**src/rtl/decode_queue.sv**
```systemverilog
// ---------------------------------------------------------------------------
// decode_queue
//   Instruction buffer plus decoder between fetch and the ID pipeline
//   register. Each accepted instruction is decoded to a 12-bit control vector
//   when it is enqueued. The vector is stored with the instruction word, its
//   PC and a branch-delay-slot tag in a DEPTH-entry circular FIFO.
//
// Parameters
//   DEPTH  FIFO entries; power of 2, >= 2
//   LS_EN  1: decode loads/stores; 0: load/store opcodes decode as reserved
//
// Ports
//   clk        in   1   clock, rising edge
//   rst        in   1   synchronous reset, active-high
//   flush      in   1   discard all entries and delay-slot tracking
//   in_valid   in   1   fetch presents an instruction
//   in_ready   out  1   queue can accept (count < DEPTH)
//   in_inst    in   32  instruction word
//   in_pc      in   32  instruction PC
//   out_valid  out  1   head entry valid (count != 0)
//   out_ready  in   1   ID consumes head
//   out_inst   out  32  head instruction (0 when out_valid=0)
//   out_pc     out  32  head PC (0 when out_valid=0)
//   out_ctrl   out  12  {ri,branch,jump,jal,jr,bal,aluSrc,memRead,memWrite,
//                        memToReg,regWrite,regDst} (0 when out_valid=0)
//   out_bd     out  1   head is in a branch delay slot (0 when out_valid=0)
//
// Handshake: a transfer happens on a rising edge where valid and ready are
// both high and flush is low. in_ready depends only on the occupancy count,
// so it never combinationally depends on out_ready; a full queue therefore
// refuses a write even in a cycle where the head is being consumed.
// ---------------------------------------------------------------------------
module decode_queue #(
    parameter int DEPTH = 4,
    parameter bit LS_EN = 1'b1
) (
    input  logic        clk,
    input  logic        rst,
    input  logic        flush,
    input  logic        in_valid,
    output logic        in_ready,
    input  logic [31:0] in_inst,
    input  logic [31:0] in_pc,
    output logic        out_valid,
    input  logic        out_ready,
    output logic [31:0] out_inst,
    output logic [31:0] out_pc,
    output logic [11:0] out_ctrl,
    output logic        out_bd
);

    localparam int AW = $clog2(DEPTH);
    localparam int CW = AW + 1;
    localparam logic [CW-1:0] DEPTH_C = CW'(DEPTH);

    // Control vector encodings
    localparam logic [11:0] CTRL_RI     = 12'h800;
    localparam logic [11:0] CTRL_RTYPE  = 12'h003;
    localparam logic [11:0] CTRL_NONE   = 12'h000;
    localparam logic [11:0] CTRL_JR     = 12'h280;
    localparam logic [11:0] CTRL_JALR   = 12'h083;
    localparam logic [11:0] CTRL_ALUIMM = 12'h022;
    localparam logic [11:0] CTRL_J      = 12'h200;
    localparam logic [11:0] CTRL_JAL    = 12'h102;
    localparam logic [11:0] CTRL_BR     = 12'h400;
    localparam logic [11:0] CTRL_BRAL   = 12'h442;
    localparam logic [11:0] CTRL_LOAD   = 12'h036;
    localparam logic [11:0] CTRL_STORE  = 12'h028;

    // State
    logic [CW-1:0] count_q, count_d;
    logic [AW-1:0] rd_ptr_q, rd_ptr_d;
    logic [AW-1:0] wr_ptr_q, wr_ptr_d;
    logic          bd_pend_q, bd_pend_d;

    logic [31:0] mem_inst_q [DEPTH];
    logic [31:0] mem_inst_d [DEPTH];
    logic [31:0] mem_pc_q   [DEPTH];
    logic [31:0] mem_pc_d   [DEPTH];
    logic [11:0] mem_ctrl_q [DEPTH];
    logic [11:0] mem_ctrl_d [DEPTH];
    logic        mem_bd_q   [DEPTH];
    logic        mem_bd_d   [DEPTH];

    logic        enq;
    logic        deq;
    logic [11:0] dec_ctrl;
    logic        dec_cti;

    // -----------------------------------------------------------------------
    // Decoder: purely combinational on in_inst
    // -----------------------------------------------------------------------
    always_comb begin
        dec_ctrl = CTRL_RI;
        unique case (in_inst[31:26])
            6'h00: begin
                unique case (in_inst[5:0])
                    6'h00, 6'h02, 6'h03, 6'h04, 6'h06, 6'h07,
                    6'h10, 6'h12,
                    6'h20, 6'h21, 6'h22, 6'h23,
                    6'h24, 6'h25, 6'h26, 6'h27, 6'h2A, 6'h2B: dec_ctrl = CTRL_RTYPE;
                    6'h11, 6'h13, 6'h18, 6'h19, 6'h1A, 6'h1B,
                    6'h0C, 6'h0D:                              dec_ctrl = CTRL_NONE;
                    6'h08:                                     dec_ctrl = CTRL_JR;
                    6'h09:                                     dec_ctrl = CTRL_JALR;
                    default:                                   dec_ctrl = CTRL_RI;
                endcase
            end
            6'h01: begin
                unique case (in_inst[20:16])
                    5'h00, 5'h01: dec_ctrl = CTRL_BR;
                    5'h10, 5'h11: dec_ctrl = CTRL_BRAL;
                    default:      dec_ctrl = CTRL_RI;
                endcase
            end
            6'h02:                             dec_ctrl = CTRL_J;
            6'h03:                             dec_ctrl = CTRL_JAL;
            6'h04, 6'h05, 6'h06, 6'h07:        dec_ctrl = CTRL_BR;
            6'h08, 6'h09, 6'h0A, 6'h0B,
            6'h0C, 6'h0D, 6'h0E, 6'h0F:        dec_ctrl = CTRL_ALUIMM;
            6'h20, 6'h21, 6'h23, 6'h24, 6'h25: dec_ctrl = LS_EN ? CTRL_LOAD : CTRL_RI;
            6'h28, 6'h29, 6'h2B:               dec_ctrl = LS_EN ? CTRL_STORE : CTRL_RI;
            default:                           dec_ctrl = CTRL_RI;
        endcase
    end

    // Branch/jump class (branch|jump|jal|jr|bal). Reserved encodings have all
    // of these clear, so they never open a delay slot.
    assign dec_cti = |dec_ctrl[10:6];

    // -----------------------------------------------------------------------
    // Handshakes and status
    // -----------------------------------------------------------------------
    assign in_ready  = (count_q < DEPTH_C);
    assign out_valid = (count_q != '0);
    assign enq       = in_valid & in_ready & ~flush;
    assign deq       = out_valid & out_ready & ~flush;

    // -----------------------------------------------------------------------
    // Next-state logic
    // -----------------------------------------------------------------------
    always_comb begin
        count_d    = count_q;
        rd_ptr_d   = rd_ptr_q;
        wr_ptr_d   = wr_ptr_q;
        bd_pend_d  = bd_pend_q;
        mem_inst_d = mem_inst_q;
        mem_pc_d   = mem_pc_q;
        mem_ctrl_d = mem_ctrl_q;
        mem_bd_d   = mem_bd_q;

        if (flush) begin
            count_d   = '0;
            rd_ptr_d  = '0;
            wr_ptr_d  = '0;
            bd_pend_d = 1'b0;
        end else begin
            if (enq) begin
                mem_inst_d[wr_ptr_q] = in_inst;
                mem_pc_d[wr_ptr_q]   = in_pc;
                mem_ctrl_d[wr_ptr_q] = dec_ctrl;
                // The slot tag comes from the previously accepted
                // instruction; this instruction then decides the next tag.
                mem_bd_d[wr_ptr_q]   = bd_pend_q;
                bd_pend_d            = dec_cti;
                wr_ptr_d             = wr_ptr_q + AW'(1);
            end
            if (deq) begin
                rd_ptr_d = rd_ptr_q + AW'(1);
            end
            unique case ({enq, deq})
                2'b10:   count_d = count_q + CW'(1);
                2'b01:   count_d = count_q - CW'(1);
                default: count_d = count_q;
            endcase
        end
    end

    // -----------------------------------------------------------------------
    // Registers
    // -----------------------------------------------------------------------
    always_ff @(posedge clk) begin
        if (rst) begin
            count_q   <= '0;
            rd_ptr_q  <= '0;
            wr_ptr_q  <= '0;
            bd_pend_q <= 1'b0;
        end else begin
            count_q   <= count_d;
            rd_ptr_q  <= rd_ptr_d;
            wr_ptr_q  <= wr_ptr_d;
            bd_pend_q <= bd_pend_d;
        end
    end

    // Entry storage needs no reset: it is only visible through out_* while
    // out_valid=1, and every visible entry was written by an enqueue.
    always_ff @(posedge clk) begin
        mem_inst_q <= mem_inst_d;
        mem_pc_q   <= mem_pc_d;
        mem_ctrl_q <= mem_ctrl_d;
        mem_bd_q   <= mem_bd_d;
    end

    // -----------------------------------------------------------------------
    // Head outputs, zeroed while empty
    // -----------------------------------------------------------------------
    assign out_inst = out_valid ? mem_inst_q[rd_ptr_q] : 32'h0;
    assign out_pc   = out_valid ? mem_pc_q[rd_ptr_q]   : 32'h0;
    assign out_ctrl = out_valid ? mem_ctrl_q[rd_ptr_q] : 12'h0;
    assign out_bd   = out_valid ? mem_bd_q[rd_ptr_q]   : 1'b0;

endmodule

```
**config.mk**
```make
export PLATFORM = sky130hd
export DESIGN_NAME = decode_queue
export DESIGN_NICKNAME = d
export VERILOG_FILES = /design/src/rtl/decode_queue.sv
export SDC_FILE = /design/constraint.sdc
export NUM_CORES = 1
export LEC_CHECK = 0
export CORE_MARGIN = 3
export CORE_UTILIZATION = 60
export CTS_CLUSTER_SIZE = 20
export DETAILED_ROUTE_END_ITERATION = 10
export DONT_BUFFER_PORTS = 1
export HOLD_SLACK_MARGIN = 0.06
export PLACE_DENSITY = 0.76
export SKIP_LAST_GASP = 1
export SLEW_MARGIN = 40
export SYNTH_ARGS = -nofsm -noshare
export SYNTH_HDL_FRONTEND = slang
export SYNTH_SLANG_ARGS = --single-unit
```
**constraint.sdc**
```tcl
create_clock -name clk -period 6.9 [get_ports clk]
set_input_delay 1.38 -clock clk [delete_from_list [all_inputs] [get_ports clk]]
set_output_delay 1.38 -clock clk [all_outputs]
set_load 0.01 [all_outputs]
```
# Word level (Yosys, flattened, before mapping)
# Memory sizes are Yosys's and may differ from the RTL's.
# Index checks and enable logic that the tools add are counted.
[totals] reg_bits=316 mem_bits_ro=320 elab_cells=107 memories=1
[mem_list] memory="(no name shown)" words=64 width=5 read_ports=1 rd_ports_with_merged_regs=0 write_ports=0 line_no="97" rtl="unique case (in_inst[5:0])"
[classes] add_sub_neg=4 n_lt_le_gt_ge=4 eq_ne=28 muxes=29 bitwise_logic=7 n_reduce_logical=14
[ops] cell="128-bit bitwise mux" n=2
[ops] cell="32-bit 2-to-1 mux" n=7
[ops] cell="32-bit binary-select mux with 2-bit select" n=2
[ops] cell="12-bit case mux with 8 select lines" n=1
[ops] cell="32-bit demux with 2-bit select" n=1
[ops] cell="48-bit bitwise mux" n=1
[ops] cell="6-bit by 4-bit == test with 1-bit output (second input constant)" n=8
[ops] cell="6-bit == test (second input constant)" n=8
[ops] cell="12-bit 2-to-1 mux" n=4
[ops] cell="12-bit binary-select mux with 2-bit select" n=1
[ops] cell="12-bit demux with 2-bit select" n=1
[ops] cell="6-bit by 3-bit == test with 1-bit output (second input constant)" n=4
[ops] cell="12-bit case mux with 2 select lines" n=1
[ops] cell="6-bit by 2-bit == test with 1-bit output (second input constant)" n=2
[ops] cell="5-bit == test (second input constant)" n=2
[ops] cell="5-bit OR reduction" n=2
[ops] cell="8-bit OR reduction" n=1
[ops] cell="6-bit by 1-bit == test with 1-bit output (second input constant)" n=1
[ops] cell="3-bit greater-or-equal comparator (second input constant)" n=2
[ops] cell="6-bit logical NOT" n=1
[ops] cell="2-bit NOT with 3-bit output" n=2
[ops] cell="3-bit case mux with 2 select lines" n=1
[ops] cell="2-bit OR reduction" n=3
[ops] cell="5-bit by 1-bit == test with 1-bit output (second input constant)" n=1
[ops] cell="other kinds (20)" n=27

# Depth between registers and ports, before layout
[logic_depth] depth_word=6 ltp_mapped=9 mapped_depth_nobuf=8

# Worst setup path before layout
# Ideal clock, no wire load.
[synth_path] path_kind="input to register" from="input port flush" to="register mem_bd_q[0] (netlist bit), enable pin" setup_ns=0.443 t_arrival_ns=3.605 t_required_ns=6.457 setup_slack_ns=2.852 path_stages=2 n_path_buf=0 cell_sequence="nor3b_2 -> and2_1"
[synth_between] elab_chain_cells=3
[synth_rtl] item="start: declaration" line_no="39" rtl="input logic flush,"
[synth_rtl] item="1-bit NOT (no line) *"
[synth_rtl] item="1-bit bitwise AND" line_no="136" rtl="assign enq = in_valid & in_ready & ~flush;"
[synth_rtl] item="2-bit AND reduction (no line) *"
[synth_rtl] item="end signal: assignment" line_no="202" rtl="mem_bd_q <= mem_bd_d;"
[synth_rtl] item="end: declaration" line_no="82" rtl="logic mem_bd_q [DEPTH];"
# Mark *: on every way between the ends. The rest lies on a longest branch, timed or not.
# A chain may end at the register's enable or synchronous reset.

# Worst setup path after layout
[layout_path] from="register rd_ptr_q[0]" to="output port out_inst[27]"
[layout_between] elab_chain_cells=5
[layout_rtl] item="start: declaration" line_no="72" rtl="logic [AW-1:0] rd_ptr_q, rd_ptr_d;"
[layout_rtl] item="start signal: assignment" line_no="190" rtl="rd_ptr_q <= rd_ptr_d;"
[layout_rtl] item="2-bit NOT with 3-bit output (implied by the code)" line_no="208" rtl="assign out_inst = out_valid ? mem_inst_q[rd_ptr_q] : 32'h0;"
[layout_rtl] item="32-bit binary-select mux with 2-bit select" line_no="208"
[layout_rtl] item="32-bit 2-to-1 mux (implied by the code) (2 in a row)" line_no="208"
[layout_rtl] item="32-bit 2-to-1 mux" line_no="208"
[layout_rtl] item="end: declaration" line_no="46" rtl="output logic [31:0] out_inst,"
# Every way passes these cells. The select of a mux whose other input is x is not followed.

==> metrics.csv <==
metric,value,unit
slew_violations,0,
powerDensity,275,nW/um^2
p_leak,4.24,nW
cp_data_required_time,5520,ps
hold_viol_final,0,
io_pins,148,
cts.reportedPaths.clkPinSlew,60,ps
dr_total_vias,5470,
critical_path.endpoint_type,primary output,
min_period_over_period,62.7,%
ant_nets,0,
antenna_found_initial,0,
initial_core_util,62.0,%
cp.arrival,2950,ps
finalSetupTns,0,ps
final_common_cell,edfxtp_1,
die_y,149,um
worstSetupPathType,reg -> out,
fin_skew,19.8,ps
ys_async_sr_fraction,0,%
synth_area_per_cell,20.7,um^2
wirelength,21900,um
place_congestion,0.750,
netlist_top_cells_area,"edfxtp_1 (75%), mux4_2 (14%), and2_1 (4.2%)",
yosysUniqueCellTypes,45,
first_iter_violations,249,
critPathMaxFanout,33,
grt_max_degree,67,
synth_top_flop_cell,edfxtp_1,
rows,51,
outcome,"complete, no violations",
ff2ff_path_depth,8,
grt_usage,20.5,%
holdCritPathClass,reg -> reg,
final_util,69.2,%
root_buffer,clkbuf_16,
cap_violations,0,
max_freq,231,MHz
relSlewSlack,56.0,%
clk_latency,540,ps
drive_above_1_share,23.6,%
area_growth,11.6,%
ys.warnings.count,0,
first_pass_iters,4,
path_cells,buf_16 -> buf_12 -> buf_4 -> mux4_2 -> and2_1,
synth_seq_cells,312,
cts.sinks,312,
drcViolationCount,0,
io_buffers,0,
netlist_area,12200,um^2
dieArea,22100,um^2
grt_pass1_wl,34500,um
yosysSeqAreaShare,76.0,%
cp_slowest_cell,mux4_2,
vias_per_cell,6.13,
worstSetupStartpointType,flop,
synth_edf_count,304,
coreArea,19700,um^2
final_cell_area,13600,um^2
irDropWorstVdd,0.210,mV
cts_tree,yes,
power,3.75,mW
place_hpwl,13600,um
worst_pin_slew,657,ps
grt_pass1_vias,5830,
layout.cells.most_common_list,"edfxtp_1 (304), and2_1 (78), mux4_2 (76), clkbuf_16 (31), nor2_1 (20)",
cts_buffer_depth,3,
finalCriticalPeriod,4330,ps
synth_largest_area_cell,edfxtp_1,
syn_inst,591,
holdBufCountCts,0,
wl_per_cell,24.6,um
finalNetCount,681,
cpPeakStageDelay,610,ps
finalSetupViolCount,0,
fillers,1182,
rsz0062_at_grt,no,
die_width,149,um
synth_nets,666,
post_cts_resize_count,0,
antennaDiodeCount,0,
placedInstanceArea,12700,um^2
yosys.area.top_type_share,74.6,%
cts_setup_buffers,0,
htree_levels,1,
overflow,0,
cts_made_buffers,30,
hold-path-cell-count,0,
critical path: cells and delay by family (launching register included):
family | cells | cell delay (ps)
buffers and inverters | 3 | 990
DFF | 1 | 560
muxes | 1 | 610
and+or+nand+nor | 1 | 210
registers in the layout, summed over array words and instances, names as in the netlist:
signal and count:
mem_inst_q 128, mem_pc_q 128, mem_ctrl_q 44, mem_bd_q 4, count_q 3, rd_ptr_q 2
wr_ptr_q 2, bd_pend_q 1
through the flow:
stage | std cells | setup WS, ps | hold WS, ps
2_1_floorplan | 591 | 2850 | 461
3_3_place_gp | 827 | 2930 | 486
3_5_place_dp | 839 | 3050 | 524
4_1_cts | 893 | 2450 | 532
5_1_grt | 893 | 2320 | 551
6_report | 893 | 2570 | 539
worst paths after layout:
| kind | startpoint | end | slack, ps |
|---|---|---|---|
| worst max-delay path | rd_ptr_q[0]$_SDFFE_PP0P_ | out_inst[27] | 2570 |
| worst min-delay path | bd_pend_q$_SDFFE_PP0P_ | mem_bd_q[3]$_DFFE_PP_ | 540 |
| worst max register to register | count_q[2]$_SDFFE_PP0P_ | count_q[2]$_SDFFE_PP0P_ | 4490 |
| worst min register to register | bd_pend_q$_SDFFE_PP0P_ | mem_bd_q[3]$_DFFE_PP_ | 540 |
metal layers:
| metal | vias up | part of all wire (%) | global-route usage [%] |
|---|---|---|---|
| met2 | 189 | 51 | 33.7 |
| met1 | 2849 | 40 | 27.9 |
| met5 | - | 0 | 0 |
| li1 | 2401 | - | - |
| met3 | 31 | 7.6 | 5.89 |
| met4 | 0 | 1.8 | 4.94 |
layout make-up:
class                   instances  area [um^2]  area share (%)
repair buffers                 14          263            1.93
flip-flops and latches        312         9300            68.1
inverters                       8         30.0           0.220
clock inverters                19          149            1.09
clock buffers                  35          791            5.79
well taps                     265          332            2.43
multi-input cells             240         2790            20.4
synthesized netlist by cell type, types with 4 or more instances:
library cell	n
edfxtp_1	304
and2_1	82
mux4_2	76
nor2_1	20
clkbuf_1	18
a21oi_1	9
buf_2	9
dfxtp_1	8
inv_1	7
ha_1	5
buf_4	4
nand2b_1	4
power breakdown:
group | total [mW] | internal [mW] | switching, mW
clock network | 1.54 | 0.891 | 0.649
logic | 0.0979 | 0.0426 | 0.0552
registers | 2.12 | 2.11 | 0.00757
total | 3.75 | 3.04 | 0.712
logic make-up after synthesis:
| logic type | after synthesis | share of synthesized area, % |
|---|---|---|
| xor gates and xnor gates | 5 | 0.358 |
| DFF | 312 | 76.0 |
| AOI/OAI and AO/OA | 25 | 1.32 |
| adders and majority gates | 6 | 0.675 |
| and+or+nand+nor | 128 | 6.28 |
| buffers and inverters | 39 | 1.41 |
| muxes | 76 | 14.0 |
Power figures use the tool's default switching activity.
